### src/rtl/mmio_bus_if.sv
// Core-side memory bus between the multicycle core and mmio_bus.
// master: the core (drives strobe, address, write data).
// slave:  the decoder (returns combinational read data).
interface mmio_bus_if;
  logic        MemWrite;
  logic [31:0] Adr;
  logic [31:0] WriteData;
  logic [31:0] ReadData;

  modport master (
    output MemWrite,
    output Adr,
    output WriteData,
    input  ReadData
  );

  modport slave (
    input  MemWrite,
    input  Adr,
    input  WriteData,
    output ReadData
  );
endinterface

### src/rtl/mmio_bus.sv
// mmio_bus: address decoder plus local peripherals.
// The low 256 bytes go to the RAM. 0x100-0x11F hold the following registers:
// LED, timer, and a one-byte serial transmitter.
// Optional timer block: define MMIO_TIMER_EN to build MTIME/MTIMECMP/match.
module mmio_bus #(
  parameter int CLKS_PER_BIT = 4
) (
  input  logic        clk,
  input  logic        reset,
  mmio_bus_if.slave   bus,
  output logic        ram_we,
  output logic [31:0] ram_adr,
  output logic [31:0] ram_wd,
  input  logic [31:0] ram_rd,
  output logic [7:0]  led,
  output logic        tx,
  output logic        timer_irq
);

  localparam logic [15:0] CNT_LAST = 16'(CLKS_PER_BIT - 1);

  typedef enum logic [1:0] {
    IDLE,
    START,
    DATA,
    STOP
  } tx_state_t;

  // Decode on word address; byte offset bits are ignored.
  logic       ram_hit;
  logic       mmio_hit;
  logic [2:0] reg_sel;
  logic       mmio_wr;
  logic       wr_led;
  logic       wr_txdata;

  assign ram_hit   = (bus.Adr[31:8] == 24'd0);
  assign mmio_hit  = (bus.Adr[31:5] == 27'd8);
  assign reg_sel   = bus.Adr[4:2];
  assign mmio_wr   = bus.MemWrite & mmio_hit;
  assign wr_led    = mmio_wr & (reg_sel == 3'd0);
  assign wr_txdata = mmio_wr & (reg_sel == 3'd4);

  // Address bits [1:0] and upper write-data bits are not needed here.
  logic unused_bits;
  assign unused_bits = &{1'b0, bus.Adr[1:0], bus.WriteData[31:8]};

  // RAM passthrough
  assign ram_adr = bus.Adr;
  assign ram_wd  = bus.WriteData;
  assign ram_we  = bus.MemWrite & ram_hit;

  // LED register
  logic [7:0] led_reg;

  // Capture the low byte of LED writes.
  always_ff @(posedge clk) begin
    if (!reset) begin
      led_reg <= 8'd0;
    end else if (wr_led) begin
      led_reg <= bus.WriteData[7:0];
    end
  end

  assign led = led_reg;

  // Timer block
  logic [31:0] mtime_rd;
  logic [31:0] mtimecmp_rd;
  logic        match_rd;

`ifdef MMIO_TIMER_EN
  logic [31:0] mtime_reg;
  logic [31:0] mtimecmp_reg;
  logic        match_reg;
  logic        wr_mtimecmp;
  logic        wr_status;

  assign wr_mtimecmp = mmio_wr & (reg_sel == 3'd2);
  assign wr_status   = mmio_wr & (reg_sel == 3'd3);

  // Free-running counter, compare register and sticky match (set beats clear).
  always_ff @(posedge clk) begin
    if (!reset) begin
      mtime_reg    <= 32'd0;
      mtimecmp_reg <= 32'hFFFF_FFFF;
      match_reg    <= 1'b0;
    end else begin
      mtime_reg <= mtime_reg + 32'd1;
      if (wr_mtimecmp) begin
        mtimecmp_reg <= bus.WriteData;
      end
      // Equality uses the compare value held before any same-edge write.
      if (mtime_reg == mtimecmp_reg) begin
        match_reg <= 1'b1;
      end else if (wr_status && bus.WriteData[1]) begin
        match_reg <= 1'b0;
      end
    end
  end

  assign mtime_rd    = mtime_reg;
  assign mtimecmp_rd = mtimecmp_reg;
  assign match_rd    = match_reg;
  assign timer_irq   = match_reg;
`else
  assign mtime_rd    = 32'd0;
  assign mtimecmp_rd = 32'd0;
  assign match_rd    = 1'b0;
  assign timer_irq   = 1'b0;
`endif

  // Serial transmitter
  tx_state_t   tx_state_reg;
  logic [15:0] tx_cnt_reg;
  logic [2:0]  tx_bit_reg;
  logic [7:0]  tx_shift_reg;
  logic        tx_reg;
  logic        tx_busy;

  assign tx_busy = (tx_state_reg != IDLE);
  assign tx      = tx_reg;

  // Frame sequencer: start bit, 8 data bits LSB first, stop bit.
  always_ff @(posedge clk) begin
    if (!reset) begin
      tx_state_reg <= IDLE;
      tx_cnt_reg   <= 16'd0;
      tx_bit_reg   <= 3'd0;
      tx_shift_reg <= 8'd0;
      tx_reg       <= 1'b1;
    end else begin
      case (tx_state_reg)
        IDLE: begin
          // Writes while busy are ignored because only IDLE accepts them.
          if (wr_txdata) begin
            tx_shift_reg <= bus.WriteData[7:0];
            tx_cnt_reg   <= 16'd0;
            tx_reg       <= 1'b0;
            tx_state_reg <= START;
          end
        end
        START: begin
          if (tx_cnt_reg == CNT_LAST) begin
            tx_cnt_reg   <= 16'd0;
            tx_bit_reg   <= 3'd0;
            tx_reg       <= tx_shift_reg[0];
            tx_state_reg <= DATA;
          end else begin
            tx_cnt_reg <= tx_cnt_reg + 16'd1;
          end
        end
        DATA: begin
          if (tx_cnt_reg == CNT_LAST) begin
            tx_cnt_reg <= 16'd0;
            if (tx_bit_reg == 3'd7) begin
              tx_reg       <= 1'b1;
              tx_state_reg <= STOP;
            end else begin
              tx_bit_reg   <= tx_bit_reg + 3'd1;
              tx_shift_reg <= {1'b0, tx_shift_reg[7:1]};
              tx_reg       <= tx_shift_reg[1];
            end
          end else begin
            tx_cnt_reg <= tx_cnt_reg + 16'd1;
          end
        end
        STOP: begin
          if (tx_cnt_reg == CNT_LAST) begin
            tx_cnt_reg   <= 16'd0;
            tx_state_reg <= IDLE;
          end else begin
            tx_cnt_reg <= tx_cnt_reg + 16'd1;
          end
        end
        default: begin
          tx_state_reg <= IDLE;
          tx_reg       <= 1'b1;
        end
      endcase
    end
  end

  // Combinational read mux; unmapped and reserved locations return 0.
  always_comb begin
    bus.ReadData = 32'd0;
    if (ram_hit) begin
      bus.ReadData = ram_rd;
    end else if (mmio_hit) begin
      case (reg_sel)
        3'd0:    bus.ReadData = {24'd0, led_reg};
        3'd1:    bus.ReadData = mtime_rd;
        3'd2:    bus.ReadData = mtimecmp_rd;
        3'd3:    bus.ReadData = {30'd0, match_rd, tx_busy};
        default: bus.ReadData = 32'd0;
      endcase
    end
  end

endmodule

### src/flat_wrapper.sv
// flat-port wrapper written by rule: the top's interface ports become plain ports
module mmio_bus_flat 
#(
  parameter int CLKS_PER_BIT = 4
)
  (clk, reset, ram_we, ram_adr, ram_wd, ram_rd, led, tx, timer_irq, bus_MemWrite, bus_Adr, bus_WriteData, bus_ReadData);
  mmio_bus_if bus_i ();
  input  logic clk;
  input  logic reset;
  output logic ram_we;
  output logic [31:0] ram_adr;
  output logic [31:0] ram_wd;
  input  logic [31:0] ram_rd;
  output logic [7:0] led;
  output logic tx;
  output logic timer_irq;
  input wire logic [$bits(bus_i.MemWrite)-1:0] bus_MemWrite;
  input wire logic [$bits(bus_i.Adr)-1:0] bus_Adr;
  input wire logic [$bits(bus_i.WriteData)-1:0] bus_WriteData;
  output wire logic [$bits(bus_i.ReadData)-1:0] bus_ReadData;
  assign bus_i.MemWrite = bus_MemWrite;
  assign bus_i.Adr = bus_Adr;
  assign bus_i.WriteData = bus_WriteData;
  assign bus_ReadData = bus_i.ReadData;
  mmio_bus #(.CLKS_PER_BIT(CLKS_PER_BIT)) u_core (.clk(clk), .reset(reset), .bus(bus_i), .ram_we(ram_we), .ram_adr(ram_adr), .ram_wd(ram_wd), .ram_rd(ram_rd), .led(led), .tx(tx), .timer_irq(timer_irq));
endmodule
### config.mk
export PLATFORM = sky130hd
export DESIGN_NAME = mmio_bus_flat
export DESIGN_NICKNAME = d
export VERILOG_FILES = /design/src/rtl/mmio_bus_if.sv /design/src/rtl/mmio_bus.sv /design/src/flat_wrapper.sv
export SDC_FILE = /design/constraint.sdc
export NUM_CORES = 1
export LEC_CHECK = 0
export BUFFER_PORTS_ARGS = -buffer_cell sky130_fd_sc_hd__buf_2
export CELL_PAD_IN_SITES_DETAIL_PLACEMENT = 1
export CELL_PAD_IN_SITES_GLOBAL_PLACEMENT = 1
export CORE_ASPECT_RATIO = 1.5
export CORE_MARGIN = 4
export CORE_UTILIZATION = 30
export CTS_CLUSTER_DIAMETER = 30
export DETAILED_ROUTE_END_ITERATION = 6
export PLACE_DENSITY = 0.93
export SETUP_SLACK_MARGIN = 0.2
export SYNTH_ARGS = -nofsm -noshare
export SYNTH_HDL_FRONTEND = slang
export SYNTH_SLANG_ARGS = --single-unit
export TNS_END_PERCENT = 5
### constraint.sdc
create_clock -name clk -period 4.26 [get_ports clk]
set_clock_uncertainty 0.05 [all_clocks]
set_input_delay 0.213 -clock clk [delete_from_list [all_inputs] [get_ports clk]]
set_output_delay 0.213 -clock clk [all_outputs]
set_load 0.02 [all_outputs]
### Word level (Yosys, flattened, before mapping)

Index checks and enable logic that the tools add are counted.

* ROM bits: 0
* flip-flop bits (word level): 38
* latch bits: 0
* memories: 0
* memory bits (writable): 0
* logic and storage cells: 63
* bits of input ports: 99
* output and inout bits: 107

* bitwise logic cells: 4
* $mul: 0
* reduce and logical (&&, ||, !) cells: 12
* order comparisons: 0
* shift operators: 0
* div/mod/pow operators: 0
* multiplexer cells: 25
* add/subtract/negate cells: 2
* equality and inequality tests: 14

Operators by type and width (number)
* $mux 32: 2
* $mux 16: 2
* $pmux 16 s2: 1
* $pmux 8 s2: 2
* $eq 27x4->1 const B: 1
* $logic_not 24->1: 1
* $mux 8: 3
* $add 16x1->16 const B: 1
* $eq 16x2->1 const B: 1
* $reduce_and 4->1: 3
* $mux 2: 5
* $ne 2x1->1 const B: 5
* $mux 3: 3
* $pmux 2 s4: 1
* $eq 3x3->1 const B: 2
* $pmux 3 s2: 1
* $reduce_bool 2->1: 3
* $reduce_and 5->1: 1
* $and 1x1->1: 4
* $eq 2x2->1 const B: 2
* $mux 1: 4
* $add 3x1->3 const B: 1
* $eq 3x2->1 const B: 1
* $logic_not 3->1: 1
* other kinds (6): 6

### Longest topological paths before layout

* depth after elaboration: 5
* depth in mapped cells: 8
* mapped depth without buffers: 7

### Worst setup path after synthesis

OpenSTA, ideal clock, no wires.

* path kind: input-to-output
* from: input bus_Adr[27]
* to: output bus_ReadData[1]
* data arrival time: 1.682 ns
* path buffers: 0
* cell stages on the path: 5
* path slack: 2.315 ns
* cells stage by stage: nor4_2 > nand4_2 > or2_4 > nor4_4 > a22o_1

* cells in the longest elaborated chain, start to end: 3
* elaborated cells between the ends (all ways): 4
* classes of those cells: eq/ne (1); mux (2); reduce/logical (1)

Ends and longest elaborated chain
* start: declaration: line flat_wrapper.sv:18 `input wire logic [$bits(bus_i.Adr)-1:0] bus_Adr;`
* $eq 27x4->1: line mmio_bus.sv:38 `assign mmio_hit = (bus.Adr[31:5] == 27'd8);`
* $mux 32: line mmio_bus.sv:189 `end else if (mmio_hit) begin`
* $mux 32 (*): line mmio_bus.sv:187 `if (ram_hit) begin`
* end: declaration: line flat_wrapper.sv:20 `output wire logic [$bits(bus_i.ReadData)-1:0] bus_ReadData;`

Mark *: on every way between the ends. The rest lies on a longest branch, timed or not.

### Worst setup path after layout

* from: input bus_Adr[20]
* to: output ram_we

* cells in the longest elaborated chain, start to end: 2

Ends and longest elaborated chain
* $logic_not 24->1: line mmio_bus.sv:37 `assign ram_hit = (bus.Adr[31:8] == 24'd0);`
* $and 1x1->1: line mmio_bus.sv:51 `assign ram_we = bus.MemWrite & ram_hit;`
* end: declaration: line flat_wrapper.sv:10 `output logic ram_we;`

Every way passes these cells.

==> impl_results.md <==
- Maximum number of pins on one net before global-route repair: 33
- Status: finished clean
- Crit path kind: in -> out
- GRT Total Usage: 17.5%
- Post-Synthesis Cell Area: 0.00291 sq mm
- Number of flip-flops in the largest register: 16
- Clock tree sinks: 38
- Post-synthesis cell count: 352
- Die Span Y: 129 um
- CP max FO: 32
- Worst Hold Class: in -> reg
- GPL Wtd Cong: 0.859
- Slew @ Worst Pin: 1.18 ns
- R2r worst-path depth: 6
- Worst setup startpoint: bus_Adr[20]
- Routed WL: 10.5 mm
- Yosys warns: 0
- Die ar.: 0.0114 sq mm
- CP arrival: 2.33 ns
- Period utilization: 60.9%
- Final min period: 2.59 ns
- First-pass DRT Iterations: 4
- Synth area leaders: dfxtp_1, buf_4, and2_1, mux2i_1, nand3_1
- Clk buf depth: 2
- FP Rows: 43
- Clock-pin slew on the worst setup and hold paths: 0.06 ns
- Flop2flop setup slack: 1.85 ns
- N_diodes: 0
- Endpoints failing setup: 0
- H-tree levels: 2
- Post-synth top area cell: dfxtp_1
- Crit. End Element: output pin
- WP data required: 4.00 ns
- Syn_area_per_cell: 8.26 sq um
- Reg area: 761 sq um
- Power Density: 260 mW/mm^2
- IO Port Bufs: 152
- CTS Hold Bufs: 0
- Yosys top cell area share: 26.2%
- Slew Limit Fails: 0
- Total grt overflow: 0
- Hpwl dp: 8.42 mm
- Nets: 539
- DIE WIDTH: 88.4 um
- Post-CTS Repair Setup Buffers: 0
- Setup ws final: 1.67 ns
- Drc violations: 0
- Reg2reg end: u_core.tx_cnt_reg[12]
- R2R Path Start: u_core.tx_cnt_reg[0]
- EDFF count, synth: 0
- DP Worst Slack: 1.46 ns
- Antenna viol nets, final: 0
- Latest clock arrival within the worst-skew pair: 0.28 ns
- CTS tree: done
- Global-route wire length before repair: 15.4 mm
- Initial Util: 31.0%
- Fraction of layout cells with a size suffix above 1: 41.0%
- Yosys cell types: 53
- Critical Path End: ram_we
- CORE AREA: 0.00936 sq mm
- Syn nets: 458
- Async S/R FF share, synth: 0%
- Multi-input logic area: 0.00158 sq mm
- Wirelength per Cell: 19.3 um
- Setup TNS Final: 0 ns
- Yosys reg bits: 38
- Layout area overhead: 18.1%
- Max transition margin: 20.1%
- Vias in the first global route: 3003
- CTS Buf Count: 5
- Worst setup SP type: input port
- RSZ-0062 raised after global routing: false
- P_leak: 1.55 nW
- Post-synthesis sequential area ratio: 26.2%
- Max cap viols: 0
- Fin. Hold Viols: 0
- Root buffer cell: clkbuf_16
- Max Fclk: 385 MHz
- Vias per Instance: 5.45
- Routed vias: 2973
- FILL cells: 1162
- Initial antenna violation count: 0
- Maximum vdd drop: 177 uV
- Post-cts gate resize count: 0
- # IOs: 206
- Ys flop type: dfxtp_1
- Drt initial violations: 108
synthesized netlist by cell type, types with 2 or more instances:
| library cell | count |
|---|---|
| or3_1 | 3 |
| o2bb2ai_1 | 7 |
| o311ai_0 | 7 |
| mux2i_1 | 11 |
| nand2b_1 | 8 |
| nor4_2 | 7 |
| clkbuf_1 | 10 |
| o211ai_1 | 4 |
| a41o_1 | 2 |
| o31ai_1 | 3 |
| nor2b_1 | 2 |
| buf_4 | 65 |
| or4_1 | 2 |
| nor2_1 | 14 |
| a31oi_1 | 7 |
| ha_1 | 7 |
| a21oi_1 | 10 |
| nand4_1 | 6 |
| and3_1 | 3 |
| nand2_1 | 18 |
| nand3_1 | 20 |
| a22o_1 | 7 |
| o211a_1 | 2 |
| o21ai_1 | 2 |
| and2_1 | 28 |
| inv_1 | 7 |
| nor3_1 | 12 |
| nor4b_2 | 2 |
| buf_2 | 3 |
| o21ai_0 | 13 |
| dfxtp_1 | 38 |
layout make-up:
class / instances / share of cell area, %
multi-input combinational: 229 / 46.0
sequential: 38 / 22.2
timing repair buffer: 152 / 22.2
tap: 112 / 4.08
clock buffer: 5 / 3.65
clock inverter: 3 / 1.17
inverter: 7 / 0.766
cell usage in the layout (no fill, tap or decap), types with 2 or more instances in the layout:
master	synthesis	routed
buf_2	3	152
dfxtp_1	38	38
and2_1	28	28
nand3_1	20	20
nand2_1	18	18
nor2_1	14	14
o21ai_0	13	13
nor3_1	12	12
mux2i_1	11	11
a21oi_1	10	10
nand2b_1	8	8
nor4_2	7	7
inv_1	7	7
a22o_1	7	7
o311ai_0	7	7
o2bb2ai_1	7	7
a31oi_1	7	7
ha_1	7	7
nand4_1	6	6
clkbuf_16	0	5
o211ai_1	4	4
and3_1	3	3
o31ai_1	3	3
or3_1	3	3
or4_1	2	2
nor4b_2	2	2
o21ai_1	2	2
nor2b_1	2	2
a41o_1	2	2
o211a_1	2	2
clkinv_2	0	2
through the flow:
| step | utilization [%] | total power [mW] | instances | cell area, sq um | hold WS, ns |
|---|---|---|---|---|---|
| after floorplan | - | 0.469 | 352 | 2910 | 0.310 |
| after global placement | 34.9 | 0.476 | 538 | 3270 | 0.376 |
| after detailed placement | 34.9 | 0.478 | 538 | 3270 | 0.376 |
| after CTS | 36.7 | 0.902 | 546 | 3430 | 0.168 |
| after global routing | 36.7 | 0.924 | 546 | 3430 | 0.184 |
| final | 36.7 | 0.893 | 546 | 3430 | 0.163 |
power by group:
| part | switching, mW | internal (mW) |
|---|---|---|
| clock network | 0.150 | 0.274 |
| logic | 0.0716 | 0.0428 |
| registers | 0.00000000196 | 0.355 |
| total | 0.221 | 0.672 |
worst min-delay path by stage:
| stage | depth (start not counted) | slack (ns) | endpoint | from |
|---|---|---|---|---|
| CTS | 3 | 0.17 | u_core.led[0] | bus_WriteData[0] |
| finish | 3 | 0.16 | u_core.led[6] | bus_WriteData[6] |
| global route | 3 | 0.18 | u_core.led[4] | bus_WriteData[4] |
| global placement | 0 | 0.38 | ram_adr[1] | bus_Adr[1] |
| detailed placement | 0 | 0.38 | ram_adr[1] | bus_Adr[1] |
| floorplan | 2 | 0.31 | u_core.led[0] | bus_WriteData[0] |
worst max-delay path, stage by stage:
cell	delay, ns
buf_2	0.11
nor4_2	0.28
nand4_2	0.26
or2_4	0.34
nor2_2	0.64
and2_1	0.29
buf_2	0.19
metal layers:
| layer | track usage [%] | up-vias | share of wire, % |
|---|---|---|---|
| met2 | 32.2 | 195 | 50 |
| li1 | - | 1384 | - |
| met1 | 18.8 | 1376 | 35 |
| met3 | 4.93 | 18 | 13 |
| met4 | 6.14 | 0 | 2.0 |
| met5 | 0 | - | 0 |
kinds of logic (layout without fill, tap and decap cells):
family,Yosys count,after routing,synth area share (%)
other,1,1,0.129
flip-flops,38,38,26.2
multiplexers,11,11,3.79
buffers and inverters,85,167,19.5
AND/OR/NAND/NOR,136,136,29.0
AO/OA/AOI/OAI,74,74,18.4
adder cells (fa/ha/maj),7,7,3.01
No activity file was read; power rests on OpenSTA's default activity.
